**src/rtl/honzales_raster.sv**
```systemverilog
// honzales_raster
// Raster-scan test-pattern source. It emits one WIDTH x HEIGHT frame in
// row-major order. Each pixel goes out as three OUT_W-bit beats (R, G, B)
// over a valid/ready stream.
//
// Ports:
//   clock        rising-edge clock
//   resetb       asynchronous active-low reset
//   enable       run request, sampled only at frame boundaries
//   clear        synchronous abort back to IDLE (frame_count held)
//   mode         pattern select, latched at frame start
//   pix_ready    sink ready
//   pix_valid    beat valid
//   pix_data     component value (R, G, then B)
//   sof          first beat of pixel (0,0)
//   eol          B beat of the last pixel in a line
//   eof          B beat of the last pixel in the frame
//   busy         high while in STREAM
//   frame_count  completed frames, wrapping
module honzales_raster #(
    parameter int WIDTH  = 64,
    parameter int HEIGHT = 64,
    parameter int OUT_W  = 8,
    parameter int FCNT_W = 16
) (
    input  logic              clock,
    input  logic              resetb,
    input  logic              enable,
    input  logic              clear,
    input  logic [1:0]        mode,
    input  logic              pix_ready,
    output logic              pix_valid,
    output logic [OUT_W-1:0]  pix_data,
    output logic              sof,
    output logic              eol,
    output logic              eof,
    output logic              busy,
    output logic [FCNT_W-1:0] frame_count
);

    localparam int XW = $clog2(WIDTH);
    localparam int YW = $clog2(HEIGHT);
    localparam int SX = OUT_W - XW;
    localparam int SY = OUT_W - YW;
    localparam logic [XW-1:0] XMAX = XW'(WIDTH - 1);
    localparam logic [YW-1:0] YMAX = YW'(HEIGHT - 1);

    typedef enum logic {IDLE, STREAM} state_t;

    state_t              state_q, state_d;
    logic [1:0]          mode_q, mode_d;
    logic [XW-1:0]       x_q, x_d;
    logic [YW-1:0]       y_q, y_d;
    logic [1:0]          comp_q, comp_d;
    logic                valid_q, valid_d;
    logic [OUT_W-1:0]    data_q, data_d;
    logic                sof_q, sof_d;
    logic                eol_q, eol_d;
    logic                eof_q, eof_d;
    logic                busy_q, busy_d;
    logic [FCNT_W-1:0]   fcnt_q, fcnt_d;
    logic                present;
    logic                xfer;

    // Component value of the pattern at pixel (px,py) for component c.
    function automatic logic [OUT_W-1:0] pattern(input logic [1:0] m,
                                                 input logic [XW-1:0] px,
                                                 input logic [YW-1:0] py,
                                                 input logic [1:0] c);
        logic [OUT_W-1:0] v;
        v = '0;
        case (m)
            2'd0: if (c == 2'd0) v = '1;
            2'd1: if (c == 2'd0) v = OUT_W'(px) << SX;
            2'd2: if (c == 2'd1) v = OUT_W'(py) << SY;
            default: if (px[3] ^ py[3]) v = '1;
        endcase
        return v;
    endfunction

    assign xfer = valid_q & pix_ready;

    always_comb begin
        state_d = state_q;
        mode_d  = mode_q;
        x_d     = x_q;
        y_d     = y_q;
        comp_d  = comp_q;
        fcnt_d  = fcnt_q;
        present = 1'b0;

        if (clear) begin
            state_d = IDLE;
            x_d     = '0;
            y_d     = '0;
            comp_d  = '0;
        end else begin
            case (state_q)
                IDLE: begin
                    if (enable) begin
                        // Arm cycle: the sof beat is presented one cycle later.
                        state_d = STREAM;
                        mode_d  = mode;
                        x_d     = '0;
                        y_d     = '0;
                        comp_d  = '0;
                    end
                end
                default: begin
                    if (!valid_q) begin
                        present = 1'b1;
                    end else if (xfer) begin
                        if (eof_q) begin
                            fcnt_d = fcnt_q + 1'b1;
                            x_d    = '0;
                            y_d    = '0;
                            comp_d = '0;
                            if (enable) begin
                                // Back-to-back frame: no bubble after eof.
                                mode_d  = mode;
                                present = 1'b1;
                            end else begin
                                state_d = IDLE;
                            end
                        end else begin
                            present = 1'b1;
                            if (comp_q == 2'd2) begin
                                comp_d = '0;
                                if (x_q == XMAX) begin
                                    x_d = '0;
                                    y_d = y_q + 1'b1;
                                end else begin
                                    x_d = x_q + 1'b1;
                                end
                            end else begin
                                comp_d = comp_q + 1'b1;
                            end
                        end
                    end else begin
                        // Stalled: counters unchanged, so outputs recompute identically.
                        present = 1'b1;
                    end
                end
            endcase
        end

        valid_d = present;
        busy_d  = (state_d == STREAM);
        data_d  = '0;
        sof_d   = 1'b0;
        eol_d   = 1'b0;
        eof_d   = 1'b0;
        if (present) begin
            data_d = pattern(mode_d, x_d, y_d, comp_d);
            sof_d  = (x_d == '0) && (y_d == '0) && (comp_d == 2'd0);
            eol_d  = (comp_d == 2'd2) && (x_d == XMAX);
            eof_d  = (comp_d == 2'd2) && (x_d == XMAX) && (y_d == YMAX);
        end
    end

    always_ff @(posedge clock or negedge resetb) begin
        if (!resetb) begin
            state_q <= IDLE;
            mode_q  <= '0;
            x_q     <= '0;
            y_q     <= '0;
            comp_q  <= '0;
            valid_q <= 1'b0;
            data_q  <= '0;
            sof_q   <= 1'b0;
            eol_q   <= 1'b0;
            eof_q   <= 1'b0;
            busy_q  <= 1'b0;
            fcnt_q  <= '0;
        end else begin
            state_q <= state_d;
            mode_q  <= mode_d;
            x_q     <= x_d;
            y_q     <= y_d;
            comp_q  <= comp_d;
            valid_q <= valid_d;
            data_q  <= data_d;
            sof_q   <= sof_d;
            eol_q   <= eol_d;
            eof_q   <= eof_d;
            busy_q  <= busy_d;
            fcnt_q  <= fcnt_d;
        end
    end

    assign pix_valid   = valid_q;
    assign pix_data    = data_q;
    assign sof         = sof_q;
    assign eol         = eol_q;
    assign eof         = eof_q;
    assign busy        = busy_q;
    assign frame_count = fcnt_q;

endmodule

```
**config.mk**
```make
export PLATFORM = sky130hd
export DESIGN_NAME = honzales_raster
export DESIGN_NICKNAME = d
export VERILOG_FILES = /design/src/rtl/honzales_raster.sv
export SDC_FILE = /design/constraint.sdc
export NUM_CORES = 1
export LEC_CHECK = 0
export CAP_MARGIN = 20
export CORE_ASPECT_RATIO = 1.75
export CORE_MARGIN = 4
export CORE_UTILIZATION = 55
export DETAILED_ROUTE_END_ITERATION = 8
export GPL_TIMING_DRIVEN = 0
export PLACE_DENSITY = 0.87
export SLEW_MARGIN = 20
export SYNTH_ARGS = -nofsm -noshare
export SYNTH_HDL_FRONTEND = slang
export SYNTH_SLANG_ARGS = --single-unit
```
**constraint.sdc**
```tcl
create_clock -name clock -period 5.1 [get_ports clock]
set_input_delay 0.765 -clock clock [delete_from_list [all_inputs] [get_ports clock]]
set_output_delay 0.765 -clock clock [all_outputs]
set_load 0.02 [all_outputs]
```
==> run summary, run 1 <==
Input/output buffers -> 35
Number of buffers on the longest clock path -> 2
All-layer global routing usage -> 22.3%
Die Width -> 57.0 um
CTS HTree Levels -> 2
Most common cell after layout, fill and taps aside -> dfrtp_1
Total grt overflow -> 0
Setup crit end kind -> flop
Place WS -> 1.45 ns
N_diodes -> 0
Reg2Reg Depth -> 9
P&R area growth vs syn -> 22.6%
Syn Nets -> 239
Clock skew -> 0.00656 ns
Post-Route Utilization -> 69.0%
Synth unique cells -> 53
Clk pin slew, worst setup/hold paths -> 0.08 ns
# nets final -> 282
Max Fclk -> 0.300 GHz
Final Max Tran Viols -> 0
Die area -> 0.00535 mm2
Vias in the first global route -> 1,981
Final TNS setup -> 0 ns
Mean Syn Cell Area -> 10.1 um2
Combinational power share -> 13.8%
Rows -> 31
Design area -> 0.00284 mm2
Post-synth EDFFs -> 0
Worst Tran Pin Value -> 0.615 ns
Worst-path fanout max -> 7
Sw frac -> 25.3%
Detail Route Antenna Nets -> 0
Top FF cell, synth -> dfrtp_1
CTS sink count -> 44
Largest net degree at the start of global routing -> 32
Synth Register Bits -> 44
I/O pin cnt -> 36
Design Power -> 0.689 mW
Placed wire-length estimate -> 4.19 mm
First DRT Iteration DRCs -> 44
Drt total wl -> 5.39 mm
Post-CTS Resized -> 0
Core box area -> 0.00411 mm2
Mapped Cells -> 229
Worst Hold Class -> in -> async
Reg area -> 0.00110 mm2
Async S/R FF share, synth -> 100%
Fraction of the cycle the final worst path needs -> 65.4%
Cts bufs inserted -> 5
Worst reg2reg setup slack -> 2.37 ns
RSZ-0062 raised after global routing -> false
Clock Power Share -> 33.6%
Number of antenna violations at the first check in global routing -> 0
Highest-count cells in the layout ignoring fill and taps -> dfrtp_1, clkdlybuf4s50_1, nor2_1, nand2_1
Syn. warnings -> 0
First-pass GRT wire length -> 9.21 mm
Via/cell ratio -> 6.15
Status -> complete, no violations
Starting Density -> 56.2%
Crit Path Class -> in -> reg
Worst endpoint data arrival time -> 3.55 ns
Drt pass-1 iters -> 4
Peak VDD IR -> 0.000192 V
Die Span Y -> 93.8 um
Count of final setup violators -> 0
Postcts setup bufs -> 0
Placer Congestion -> 0.905
CP startpoint kind -> primary input
Rel. slew slack -> 58.6%
DP Cell Count -> 314
Area of the multi-input gates -> 0.00116 mm2
Fill cells -> 347
Internal -> 0.515 mW
Remaining DRCs -> 0
Final Hold Fails -> 0
Cell Count, Final, Fillers Out -> 321
Clk Latency, worst-skew pair -> 0.30 ns
Sequential share of the synthesized area -> 47.6%
Part of the power in registers -> 52.6%
CTS tree -> done
Post-CTS Hold Fix Bufs -> 0
Mapped Area -> 0.00231 mm2
Root Driver -> clkbuf_8
Max Cap Viol -> 0
Data required, critical path -> 5.32 ns
Sw power -> 0.174 mW
Vias post-DR -> 1,974
DP Area -> 0.00274 mm2
Routed len/inst -> 16.8 um
PD cells -> 243 mW/mm2
Layout cells sized above 1 -> 9.19%
PnR worst setup slack -> 1.77 ns
Pleak -> 1.20 nW
Fin Hold WS -> 0.358 ns
Fin crit period -> 3.33 ns
-- worst paths after layout --
kind / from / to
worst max-delay path: pix_ready / pix_data[6]$_DFF_PN0_
worst min-delay path: resetb / pix_valid$_DFF_PN0_
worst max register to register: pix_valid$_DFF_PN0_ / pix_data[6]$_DFF_PN0_
worst min register to register: frame_count[15]$_DFFE_PN0P_ / frame_count[15]$_DFFE_PN0P_
max in group asynchronous: resetb / y_q[2]$_DFF_PN0_
min in group clock: frame_count[15]$_DFFE_PN0P_ / frame_count[15]$_DFFE_PN0P_
-- power groups by stage --
| stage | clock network [mW] | logic [mW] | registers, mW |
|---|---|---|---|
| after floorplan | 0 | 0.0442 | 0.377 |
| after global placement | 0 | 0.0932 | 0.369 |
| after detailed placement | 0 | 0.0956 | 0.369 |
| after CTS | 0.235 | 0.0960 | 0.362 |
| after global routing | 0.252 | 0.104 | 0.364 |
| final | 0.231 | 0.0953 | 0.363 |
-- cell families (layout without fill, tap and decap cells) --
group / count (synthesis) / in the layout / share of synthesized area [%]
compound gates: 44 / 44 / 12.8
mux: 4 / 4 / 1.84
xor+xnor: 17 / 17 / 6.44
flops: 44 / 44 / 47.6
simple gates: 109 / 109 / 27.7
fa+ha+maj: 3 / 3 / 1.62
buf+inv: 8 / 51 / 2.00
-- flip-flops by register name, indices dropped and copies added, names as in the netlist --
name         flops
eol              1
x_q              6
busy             1
frame_count     16
mode_q           2
pix_valid        1
eof              1
pix_data         7
comp_q           2
sof              1
y_q              6
-- final cells by class --
cell class	count	share of cell area, %
Multi-Input combinational cell	177	41.1
Sequential cell	44	38.8
Timing Repair Buffer	36	12.9
Clock buffer	7	3.40
Tap cell	49	2.16
Buffer	5	1.24
Inverter	3	0.397
-- per-layer routing --
metal	GRT usage, %	vias up	wire length (um)
li1	-	929	-
met1	23.3	962	2020
met2	40.3	64	2980
met3	4.81	19	219
met4	12.2	0	172
met5	0	-	0
-- worst max-delay path, cell delays in order --
cell and delay [ns]:
clkdlybuf4s50_1 0.60, nand3_2 0.20, and2_1 0.22, buf_4 0.16
nor2_1 0.19, mux2_2 0.40, nor3_1 0.50, a21boi_1 0.28
a31oi_1 0.23
-- synth_stat cells (5+ instances only) --
master,number,area [um2]
a21oi_1,10,50.1
a31oi_1,5,31.3
dfrtp_1,44,1100
nand2_1,18,67.6
nand2b_1,8,50.1
nand3_1,7,35.0
nand4_1,11,68.8
nor2_1,18,67.6
nor2b_1,7,43.8
nor3_1,7,35.0
nor4_1,6,37.5
o21ai_0,12,60.1
xnor2_1,12,105
xor2_1,5,43.8
No activity file was read; power rests on OpenSTA's default activity.
==> run 2, diff against run 1 <==
CORE_UTILIZATION = 48   (was 55)
PLACE_DENSITY = 0.81   (was 0.87)
clock period = 2.8 ns   (was 5.1 ns; I/O delays follow)
==> run summary, run 2 (synthesis gave the netlist of run 1 again) <==
Status -> complete, no violations
Vias in the first global route -> 2,077
Max FFs per register -> 16
Highest-count cells in the layout ignoring fill and taps -> dfrtp_1, clkdlybuf4s50_1, nor2_1, nand2_1
Post-CTS Hold Fix Bufs -> 0
First DRT Iteration DRCs -> 81
Post-Route Utilization -> 62.4%
Drt pass-1 iters -> 5
Cts bufs inserted -> 5
Die Width -> 60.5 um
CP delay by family, top -> simple AND/OR/NAND/NOR gates
Max Cap Viol -> 0
Placer Congestion -> 0.960
Peak VDD IR -> 0.000422 V
Sw frac -> 24.3%
Final Hold Fails -> 0
Setup crit end kind -> flop
RR Endpoint -> sof$_DFF_PN0_
CTS sink count -> 44
Root Driver -> clkbuf_8
Final TNS setup -> 0 ns
CTS tree -> done
Rows -> 33
Worst reg2reg setup slack -> 0.19 ns
Reg2Reg Depth -> 8
Worst Tran Pin Value -> 0.602 ns
Max Fclk -> 0.369 GHz
Clk pin slew, worst setup/hold paths -> 0.08 ns
Fraction of the cycle the final worst path needs -> 96.8%
Core box area -> 0.00467 mm2
Most common cell after layout, fill and taps aside -> dfrtp_1
Data required, critical path -> 2.96 ns
CTS HTree Levels -> 2
Slowest CP cell -> clkdlybuf4s50_1
Layout cells sized above 1 -> 12.0%
Remaining DRCs -> 0
CP startpoint kind -> primary input
Total grt overflow -> 0
Largest net degree at the start of global routing -> 29
Design Power -> 1.37 mW
# nets final -> 283
Clk Latency, worst-skew pair -> 0.30 ns
Detail Route Antenna Nets -> 0
Max incr delay on CP -> 0.62 ns
Vias post-DR -> 1,955
Die Span Y -> 99.8 um
Clock Power Share -> 38.3%
P&R area growth vs syn -> 25.9%
Number of antenna violations at the first check in global routing -> 0
Final Max Tran Viols -> 0
Input/output buffers -> 35
Routed len/inst -> 17.5 um
Worst Hold Class -> in -> async
Via/cell ratio -> 6.00
N_diodes -> 0
PD cells -> 471 mW/mm2
I/O pin cnt -> 36
Die area -> 0.00604 mm2
Crit Path Class -> in -> reg
Sw power -> 0.333 mW
Pleak -> 1.22 nW
Worst-path fanout max -> 7
Number of buffers on the longest clock path -> 2
Combinational power share -> 13.6%
Fill cells -> 402
Fin crit period -> 2.71 ns
Drt total wl -> 5.69 mm
Rel. slew slack -> 59.5%
Worst endpoint data arrival time -> 2.87 ns
Clock skew -> 0.00758 ns
RR Startpoint -> x_q[0]$_DFF_PN0_
First-pass GRT wire length -> 9.61 mm
All-layer global routing usage -> 21.3%
Worst path bufs/invs -> 2
Placed wire-length estimate -> 4.33 mm
Critical path cell sequence -> clkdlybuf4s50_1 -> nand3_2 -> and2_1 -> buf_4 -> nor2_1 -> mux2_2 -> nand2_1 -> a21boi_2 -> a31oi_1
Count of final setup violators -> 0
Starting Density -> 49.6%
Internal -> 1.04 mW
Part of the power in registers -> 48.1%
RSZ-0062 raised after global routing -> false
==> run 2: area by class of cell <==
cell class	instances	area, um2	share of cell area, %
Buffer	5	35.0	1.20
Clock buffer	7	96.3	3.31
Clock inverter	1	30.0	1.03
Inverter	3	11.3	0.387
Multi-Input combinational cell	177	1200	41.2
Sequential cell	44	1100	37.8
Tap cell	52	65.1	2.23
Timing Repair Buffer	37	373	12.8
==> run 2: how the worst max path moves through the flow <==
stage / from / end / slack [ns] / cells past startpoint
6_report: pix_ready / pix_data[7]$_DFF_PN0_ / 0.09 / 9
5_1_grt: pix_ready / pix_data[3]$_DFF_PN0_ / 0.003 / 9
4_1_cts: pix_ready / pix_data[7]$_DFF_PN0_ / 0.02 / 9
3_5_place_dp: pix_ready / pix_data[7]$_DFF_PN0_ / -0.51 / 9
3_3_place_gp: pix_ready / pix_data[7]$_DFF_PN0_ / -0.45 / 9
2_1_floorplan: pix_valid$_DFF_PN0_ / pix_data[6]$_DFF_PN0_ / 0.42 / 9
==> run 2: metrics by stage <==
step / instances / worst slack [ns] / instance area, um2 / hold slack, ns
floorplan: 229 / 0.416 / 2310 / 0.124
global placement: 316 / -0.447 / 2730 / 0.460
detailed placement: 317 / -0.514 / 2740 / 0.373
CTS: 325 / 0.0157 / 2880 / 0.0470
global route: 326 / 0.00261 / 2910 / 0.0533
finish: 326 / 0.0890 / 2910 / 0.0397
==> run 2: routing by layer <==
metal	global-route usage (%)	wire, um	up-vias
li1	-	-	928
met1	22.0	2060	930
met2	37.5	3120	73
met3	5.28	252	24
met4	11.7	261	0
met5	0	0	-
==> run 2: power groups by stage <==
stage	logic (mW)	registers, mW	clock network, mW
global route	0.201	0.662	0.565
detailed placement	0.176	0.672	0
CTS	0.181	0.660	0.541
global placement	0.171	0.672	0
floorplan	0.0805	0.687	0
finish	0.187	0.660	0.525
==> run 2: repair_timing <==
action	CTS	global route
endpoints found under the setup margin	7	9
buffers inserted	0	1
gates resized for setup	2	5
pin swaps	0	1
==> run 2: worst register-to-register path: cells and delay by family, from the launching register on <==
kind | cells | cell delay (ns)
DFF | 1 | 0.41
and+or+nand+nor | 4 | 1.39
AOI/OAI and AO/OA | 3 | 0.44
adders and majority gates | 1 | 0.23
==> run 3, diff against run 2 <==
GPL_ROUTABILITY_DRIVEN = 0   (was unset)
==> run summary, run 3 (synthesis gave the netlist of run 1 again) <==
Largest net degree at the start of global routing -> 32
Reg2Reg Depth -> 8
Fraction of the cycle the final worst path needs -> 96.1%
Via/cell ratio -> 6.13
Clock skew -> 0.00725 ns
Max Cap Viol -> 0
First-pass GRT wire length -> 9.24 mm
Worst Tran Pin Value -> 0.599 ns
RR Startpoint -> x_q[0]$_DFF_PN0_
Peak VDD IR -> 0.000322 V
Input/output buffers -> 35
Fin crit period -> 2.69 ns
Layout cells sized above 1 -> 11.7%
PD cells -> 442 mW/mm2
Internal -> 0.925 mW
Post-CTS Hold Fix Bufs -> 0
CTS HTree Levels -> 2
Worst-path fanout max -> 7
Postcts setup bufs -> 0
RR Endpoint -> eof$_DFF_PN0_
Max Fclk -> 0.372 GHz
N_diodes -> 0
Drt total wl -> 5.51 mm
CTS sink count -> 44
Max FFs per register -> 16
I/O pin cnt -> 36
Clock Power Share -> 33.3%
Pleak -> 1.20 nW
Setup crit end kind -> flop
Core box area -> 0.00467 mm2
Combinational power share -> 14.7%
Highest-count cells in the layout ignoring fill and taps -> dfrtp_1, clkdlybuf4s50_1, nor2_1, nand2_1
Remaining DRCs -> 0
Count of final setup violators -> 0
Sw frac -> 27.1%
Die area -> 0.00604 mm2
First DRT Iteration DRCs -> 105
Vias post-DR -> 1,992
CP startpoint kind -> primary input
Crit Path Class -> in -> reg
Vias in the first global route -> 2,023
Final Max Tran Viols -> 0
Cts bufs inserted -> 5
CTS tree -> done
# nets final -> 282
Die Width -> 60.5 um
RSZ-0062 raised after global routing -> false
P&R area growth vs syn -> 24.1%
Post-CTS Resized -> 2
Placed wire-length estimate -> 4.32 mm
Data required, critical path -> 2.97 ns
All-layer global routing usage -> 20.3%
Starting Density -> 49.6%
Most common cell after layout, fill and taps aside -> dfrtp_1
Status -> complete, no violations
Clk Latency, worst-skew pair -> 0.30 ns
Part of the power in registers -> 52.0%
Rows -> 33
Sw power -> 0.344 mW
Worst reg2reg setup slack -> 0.30 ns
Number of antenna violations at the first check in global routing -> 0
Final TNS setup -> 0 ns
Clk pin slew, worst setup/hold paths -> 0.09 ns
Die Span Y -> 99.8 um
Number of buffers on the longest clock path -> 2
Worst endpoint data arrival time -> 2.86 ns
Routed len/inst -> 17.0 um
Post-Route Utilization -> 61.5%
Worst Hold Class -> in -> async
Root Driver -> clkbuf_8
Rel. slew slack -> 59.7%
Total grt overflow -> 0
Detail Route Antenna Nets -> 0
Drt pass-1 iters -> 4
Final Hold Fails -> 0
[run 3: metal layers]
metal	vias to the layer above	GRT usage [%]	wire, um
li1	931	-	-
met1	960	21.4	1960
met2	73	35.8	3050
met3	28	3.73	214
met4	0	11.9	288
met5	-	0	0
[run 3: worst max-delay path by stage]
stage | start | to | slack [ns] | depth (start not counted)
finish | pix_ready | pix_data[7]$_DFF_PN0_ | 0.11 | 10
global route | pix_ready | pix_data[3]$_DFF_PN0_ | 0.0007 | 9
CTS | pix_ready | pix_data[7]$_DFF_PN0_ | 0.04 | 9
detailed placement | pix_ready | pix_data[7]$_DFF_PN0_ | -0.55 | 9
global placement | pix_ready | pix_data[7]$_DFF_PN0_ | -0.50 | 9
floorplan | pix_valid$_DFF_PN0_ | pix_data[6]$_DFF_PN0_ | 0.42 | 9
[run 3: final cells by class]
class                           instances  area [um2]
Clock buffer                            6        82.6
Tap cell                               52        65.1
Buffer                                  5        35.0
Fill cell                             401        1800
Sequential cell                        44        1100
Timing Repair Buffer                   36         365
Multi-Input combinational cell        177        1190
Clock inverter                          2        15.0
Inverter                                3        11.3
[run 3: power by group through the flow]
stage               combinational (mW)  sequential [mW]  clock, mW
finish                           0.186            0.660      0.423
global route                     0.201            0.662      0.464
CTS                              0.181            0.660      0.432
detailed placement               0.176            0.672          0
global placement                 0.171            0.672          0
floorplan                       0.0805            0.687          0
[run 3: through the flow]
| stage | hold WS, ns | std cells | power [mW] | setup WS, ns | instance area [um2] |
|---|---|---|---|---|---|
| 6_report | 0.0169 | 325 | 1.27 | 0.109 | 2870 |
| 3_3_place_gp | 0.461 | 316 | 0.843 | -0.503 | 2730 |
| 5_1_grt | 0.0190 | 325 | 1.33 | 0.000750 | 2870 |
| 3_5_place_dp | 0.348 | 317 | 0.848 | -0.550 | 2740 |
| 2_1_floorplan | 0.124 | 229 | 0.768 | 0.416 | 2310 |
| 4_1_cts | 0.0213 | 325 | 1.27 | 0.0439 | 2850 |
[run 3: critical path, stage by stage]
cell and delay [ns]:
clkdlybuf4s50_1 0.60, nand3_2 0.21, and2_1 0.22, buf_4 0.16, nor2_1 0.21, mux2i_2 0.35
inv_1 0.10, nand2_1 0.13, a21boi_2 0.31, a31oi_1 0.15
==> edit 1 (config.mk and constraints of run 3) <==
Register the output `frame_count` once more; this adds one clock of latency there. The other outputs are not delayed to match.
--- a/src/rtl/honzales_raster.sv
+++ b/src/rtl/honzales_raster.sv
@@ -196,3 +196,5 @@
     assign busy        = busy_q;
-    assign frame_count = fcnt_q;
+    always_ff @(posedge clock) begin
+        frame_count <= fcnt_q;
+    end
 
Behaviour: same outputs for any inputs over 10 cycles, from zero or initial values and one cycle with resetb low; that may be too few to reach the edited logic, so the function may still have changed.
==> edit 1 against run 3 <==
Design area up 16%. Sequential power up 35%. Wire length up 4.9%. Die area up 12%. Core utilization up 1.1 points. First-iteration DRC count down 18%. Area after synthesis up 14%. Clock power up 70%. Sequential cell count up 16. Sequential share of layout area up 4.5 points. Total power up 41%. Via count up 3.9%. Worst setup slack better by 0.013 ns. Largest cell class is now registers. Highest routed layer unchanged.
==> edit 1: results (changes against run 3) <==
All-Layer GR Usage -> 0.190 (-0.0127)
Reg2Reg Depth -> 9 (+1)
Met2 usage -> 0.323 (-0.0356)
Clk Latency, worst-skew pair -> 0.34 ns (+0.04 ns)
Compound-Gate Fraction of Synth Area -> 0.113 (-0.0156)
Synth Net Count -> 255 (+6.7%)
Count of cell types in the netlist -> 54 (+1.9%)
Ranking of synthesized cells by area -> dfrtp_1 42%, dfxtp_1 12%, xnor2_1 4.0%, nand4_1 2.6%, nand2_1 2.6%
Run status -> finished clean
Placed standard-cell area -> 0.00309 mm^2 (+13%)
DR iter-0 viols -> 86 (-18%)
Total CTS buffers -> 9 (+4)
Hpwl dp -> 4.32 mm (about the same)
Worst hold path type -> reg -> reg
CP top delay family -> simple AND/OR/NAND/NOR gates
Detailed Route WL -> 5.78 mm (+4.9%)
Post-synthesis sequential area ratio -> 0.540 (+0.0637)
H-tree depth -> 3 (+1)
Leakage -> 1.38 nW (+16%)
Rel. slew slack -> 0.640 (+0.0426)
Switching Share -> 0.251 (-0.0201)
Reg2reg start -> pix_valid
Clock slew at reported path FFs -> 0.06 ns (-0.03 ns)
GR Util met3 -> 0.0539 (+0.0166)
Worst Clk Skew -> 0.00913 ns (+0.00188 ns)
Adder-Cell Fraction of Synth Area -> 0.0143 (-0.00198)
Most frequent cells after synthesis -> 44 x dfrtp_1, 18 x nand2_1, 18 x nor2_1, 16 x dfxtp_1
Post-synth ARST share -> 0.733 (-0.267)
Largest net degree at the start of global routing -> 34 (+6.3%)
Layout fillers -> 437 (+9.0%)
Nets -> 303 (+7.4%)
Layout cells sized above 1 -> 0.131 (+0.0137)
Post-Synth XOR/XNOR Area -> 0.0566 (-0.00784)
First-pass GRT wire length -> 9.72 mm (+5.2%)
## edit 1: cell count changes after synthesis, sizes merged
cell and change:
dfxtp +16
## edit 1: routing by layer
metal | vias to the layer above | part of all wire | routed length (um)
li1 | 991 | - | -
met5 | - | 0 | 0
met3 | 26 | 0.038 | 219
met1 | 999 | 0.37 | 2140
met4 | 0 | 0.054 | 313
met2 | 53 | 0.54 | 3100
## edit 1: repair_timing
action,CTS,global route
endpoints found under the setup margin,7,8
hold buffers,1,0
pin swaps,0,0
endpoints found under the hold margin,11,0
resized for setup,1,5
## edit 1: final timing paths
kind	end	slack, ns
min in group asynchronous	x_q[1]	0.51
hold / removal	frame_count[15]	0.40
setup reg to reg	eof	0.25
hold reg to reg	frame_count[15]	0.40
max in group asynchronous	fcnt_q[11]	1.81
setup / recovery	eof	0.12
## edit 1: worst reg2reg max path, delay by kind of cell, from the launching register on
kind	cells	cell delay, ns
AND/OR/NAND/NOR	6	1.39
flip-flops	1	0.39
AO/OA/AOI/OAI	1	0.39
buffers and inverters	2	0.30
## edit 1: layout make-up
cell class	instances	area (um^2)	share of cell area
Inverter	3	11.3	0.00339
Sequential cell	60	1420	0.428
Multi-Input combinational cell	177	1200	0.360
Clock inverter	4	22.5	0.00678
Clock buffer	12	165	0.0498
Tap cell	74	92.6	0.0279
Buffer	5	35.0	0.0106
Timing Repair Buffer	37	375	0.113
## edit 1: metrics by stage
stage,cells,utilization,power (mW),setup WS (ns)
floorplan,245,-,1.00,0.416
global placement,354,0.580,1.08,-0.514
detailed placement,355,0.583,1.08,-0.524
CTS,372,0.621,1.80,0.0633
global route,372,0.626,1.86,0.0258
finish,372,0.626,1.79,0.121
## edit 1: power groups by stage
stage | logic [mW] | clock network [mW] | registers (mW)
after floorplan | 0.0805 | 0 | 0.920
after CTS | 0.179 | 0.731 | 0.888
after detailed placement | 0.176 | 0 | 0.905
final | 0.185 | 0.718 | 0.888
after global routing | 0.201 | 0.773 | 0.889
after global placement | 0.171 | 0 | 0.905
## edit 1: cells by family (layout without fill, tap and decap cells)
logic type / Yosys count / in the layout
simple gates: 109 / 109
flops: 60 / 60
compound gates: 44 / 44
xor+xnor: 17 / 17
buf+inv: 8 / 61
mux: 4 / 4
fa+ha+maj: 3 / 3
==> edit 2 (flow settings as in run 3) <==
Without the edit above. Change the parameter `FCNT_W` from 16 to 32.
--- a/src/rtl/honzales_raster.sv
+++ b/src/rtl/honzales_raster.sv
@@ -23,3 +23,3 @@
     parameter int OUT_W  = 8,
-    parameter int FCNT_W = 16
+    parameter int FCNT_W = 32
 ) (
Interface: changed (resized frame_count); port bits go from 36 to 52. The function was not compared with the original's and may differ.
==> edit 2 against run 3 <==
Wire length is 46% higher. Die area is 34% higher. Worst setup slack better by 0.034 ns. Sequential cell count is 16 higher. First-iteration DRC count is 64% higher. Design area is 44% higher. Total power is 64% higher. Area after synthesis is 38% higher. Largest cell class unchanged.
==> edit 2: results (changes against run 3) <==
Ranking of synthesized cells by area -> dfrtp_1 47%, xnor2_1 7.7%, nand2_1 3.4%, nand3_1 3.1%, and4_1 1.9%
First-pass GRT wire length -> 13.5 mm (+46%)
Most frequent cells after synthesis -> 60 x dfrtp_1, 29 x nand2_1, 28 x xnor2_1, 20 x nand3_1, 15 x nor2_1
Post-synthesis mux area share -> 0.0160 (-0.00236)
All-Layer GR Usage -> 0.211 (+0.00832)
Hpwl dp -> 5.90 mm (+37%)
Placed standard-cell area -> 0.00383 mm^2 (+40%)
DR iter-0 viols -> 172 (+64%)
Largest net degree at the start of global routing -> 55 (+72%)
FF-to-FF setup slack -> 0.16 ns (-0.14 ns)
Worst slack on hold paths -> 0.467 ns (+0.451 ns)
Count of cell types in the netlist -> 56 (+5.7%)
Post-Synth XOR/XNOR Area -> 0.0876 (+0.0232)
H-tree depth -> 3 (+1)
Leakage -> 1.79 nW (+49%)
Via density -> 6.01 (-1.9%)
Drt wl/cell -> 17.5 um (+3.1%)
P_clk -> 0.976 mW (+130%)
Switching Share -> 0.238 (-0.0337)
Adder-Cell Fraction of Synth Area -> 0.0117 (-0.00450)
Worst Clk Skew -> 0.00484 ns (-0.00241 ns)
Crit path max fanout -> 6 (-1)
Layout fillers -> 522 (+30%)
Clock Tree Root -> clkbuf_16
Clk Latency, worst-skew pair -> 0.33 ns (+0.03 ns)
Actual slew at the worst max-slew pin -> 0.787 ns (+0.188 ns)
Worst IR Drop VDD -> 0.280 mV (-13%)
Nets -> 384 (+36%)
Compound-Gate Fraction of Synth Area -> 0.136 (+0.00751)
Layout cells sized above 1 -> 0.0950 (-0.0222)
Synth Net Count -> 321 (+34%)
Final std cells w/o fill -> 461 (+42%)
IO buf count -> 50 (+43%)
CP arrival -> 2.89 ns (+0.03 ns)
Setup crit start -> clear
Comb group -> 0.205 mW (+10%)
Reg2Reg Depth -> 7 (-1)
Placed cell count -> 444 (+40%)
Run status -> finished clean
Logic pwr share -> 0.099 (-0.048)
edit 2: cell types whose count changed after synthesis, moves of 7 or more:
cell     before  now
dfrtp_1      44   60
xnor2_1      12   28
nand3_1       7   20
nand2_1      18   29
inv_1         3   12
nor2b_1       7    0
edit 2: what timing repair did:
item / 4_1_cts / 5_1_grt
gates resized for setup: 1 / 2
hold buffers: 1 / 0
hold endpoints to repair: 6 / 0
setup endpoints to repair: 1 / 6
edit 2: layout make-up:
| type | instances | area (um^2) | share of cell area |
|---|---|---|---|
| well taps | 82 | 103 | 0.0249 |
| multi-input cells | 228 | 1600 | 0.389 |
| flip-flops and latches | 60 | 1500 | 0.364 |
| clock buffers | 14 | 254 | 0.0616 |
| clock inverters | 2 | 10.0 | 0.00243 |
| plain buffers | 11 | 70.1 | 0.0170 |
| repair buffers | 52 | 536 | 0.130 |
| inverters | 12 | 45.0 | 0.0109 |
edit 2: cells by family (layout without fill, tap and decap cells):
logic type / Yosys count / count (layout)
multiplexers: 5 / 5
buffers and inverters: 23 / 91
AO/OA/AOI/OAI: 58 / 58
XOR/XNOR: 32 / 32
AND/OR/NAND/NOR: 130 / 130
adder cells (fa/ha/maj): 3 / 3
flip-flops: 60 / 60
edit 2: worst max path at each step:
stage,slack (ns),cells after the start,to
final,0.14,7,eof
after global routing,-0.01,7,sof
after CTS,0.15,7,pix_data[7]
after detailed placement,-0.41,7,eof
after global placement,-0.53,1,pix_data[5]
after floorplan,0.47,7,eof
edit 2: critical path: stages:
cell	delay, ns
clkdlybuf4s50_1	0.53
and2b_1	0.36
nand2_1	0.22
o32ai_2	0.52
o211ai_1	0.17
or3_1	0.41
nor4_2	0.25
edit 2: routing by layer:
metal  share of wire  track usage
met3           0.060       0.0503
met1            0.37        0.223
met4           0.047        0.127
met5               0            0
met2            0.52        0.379
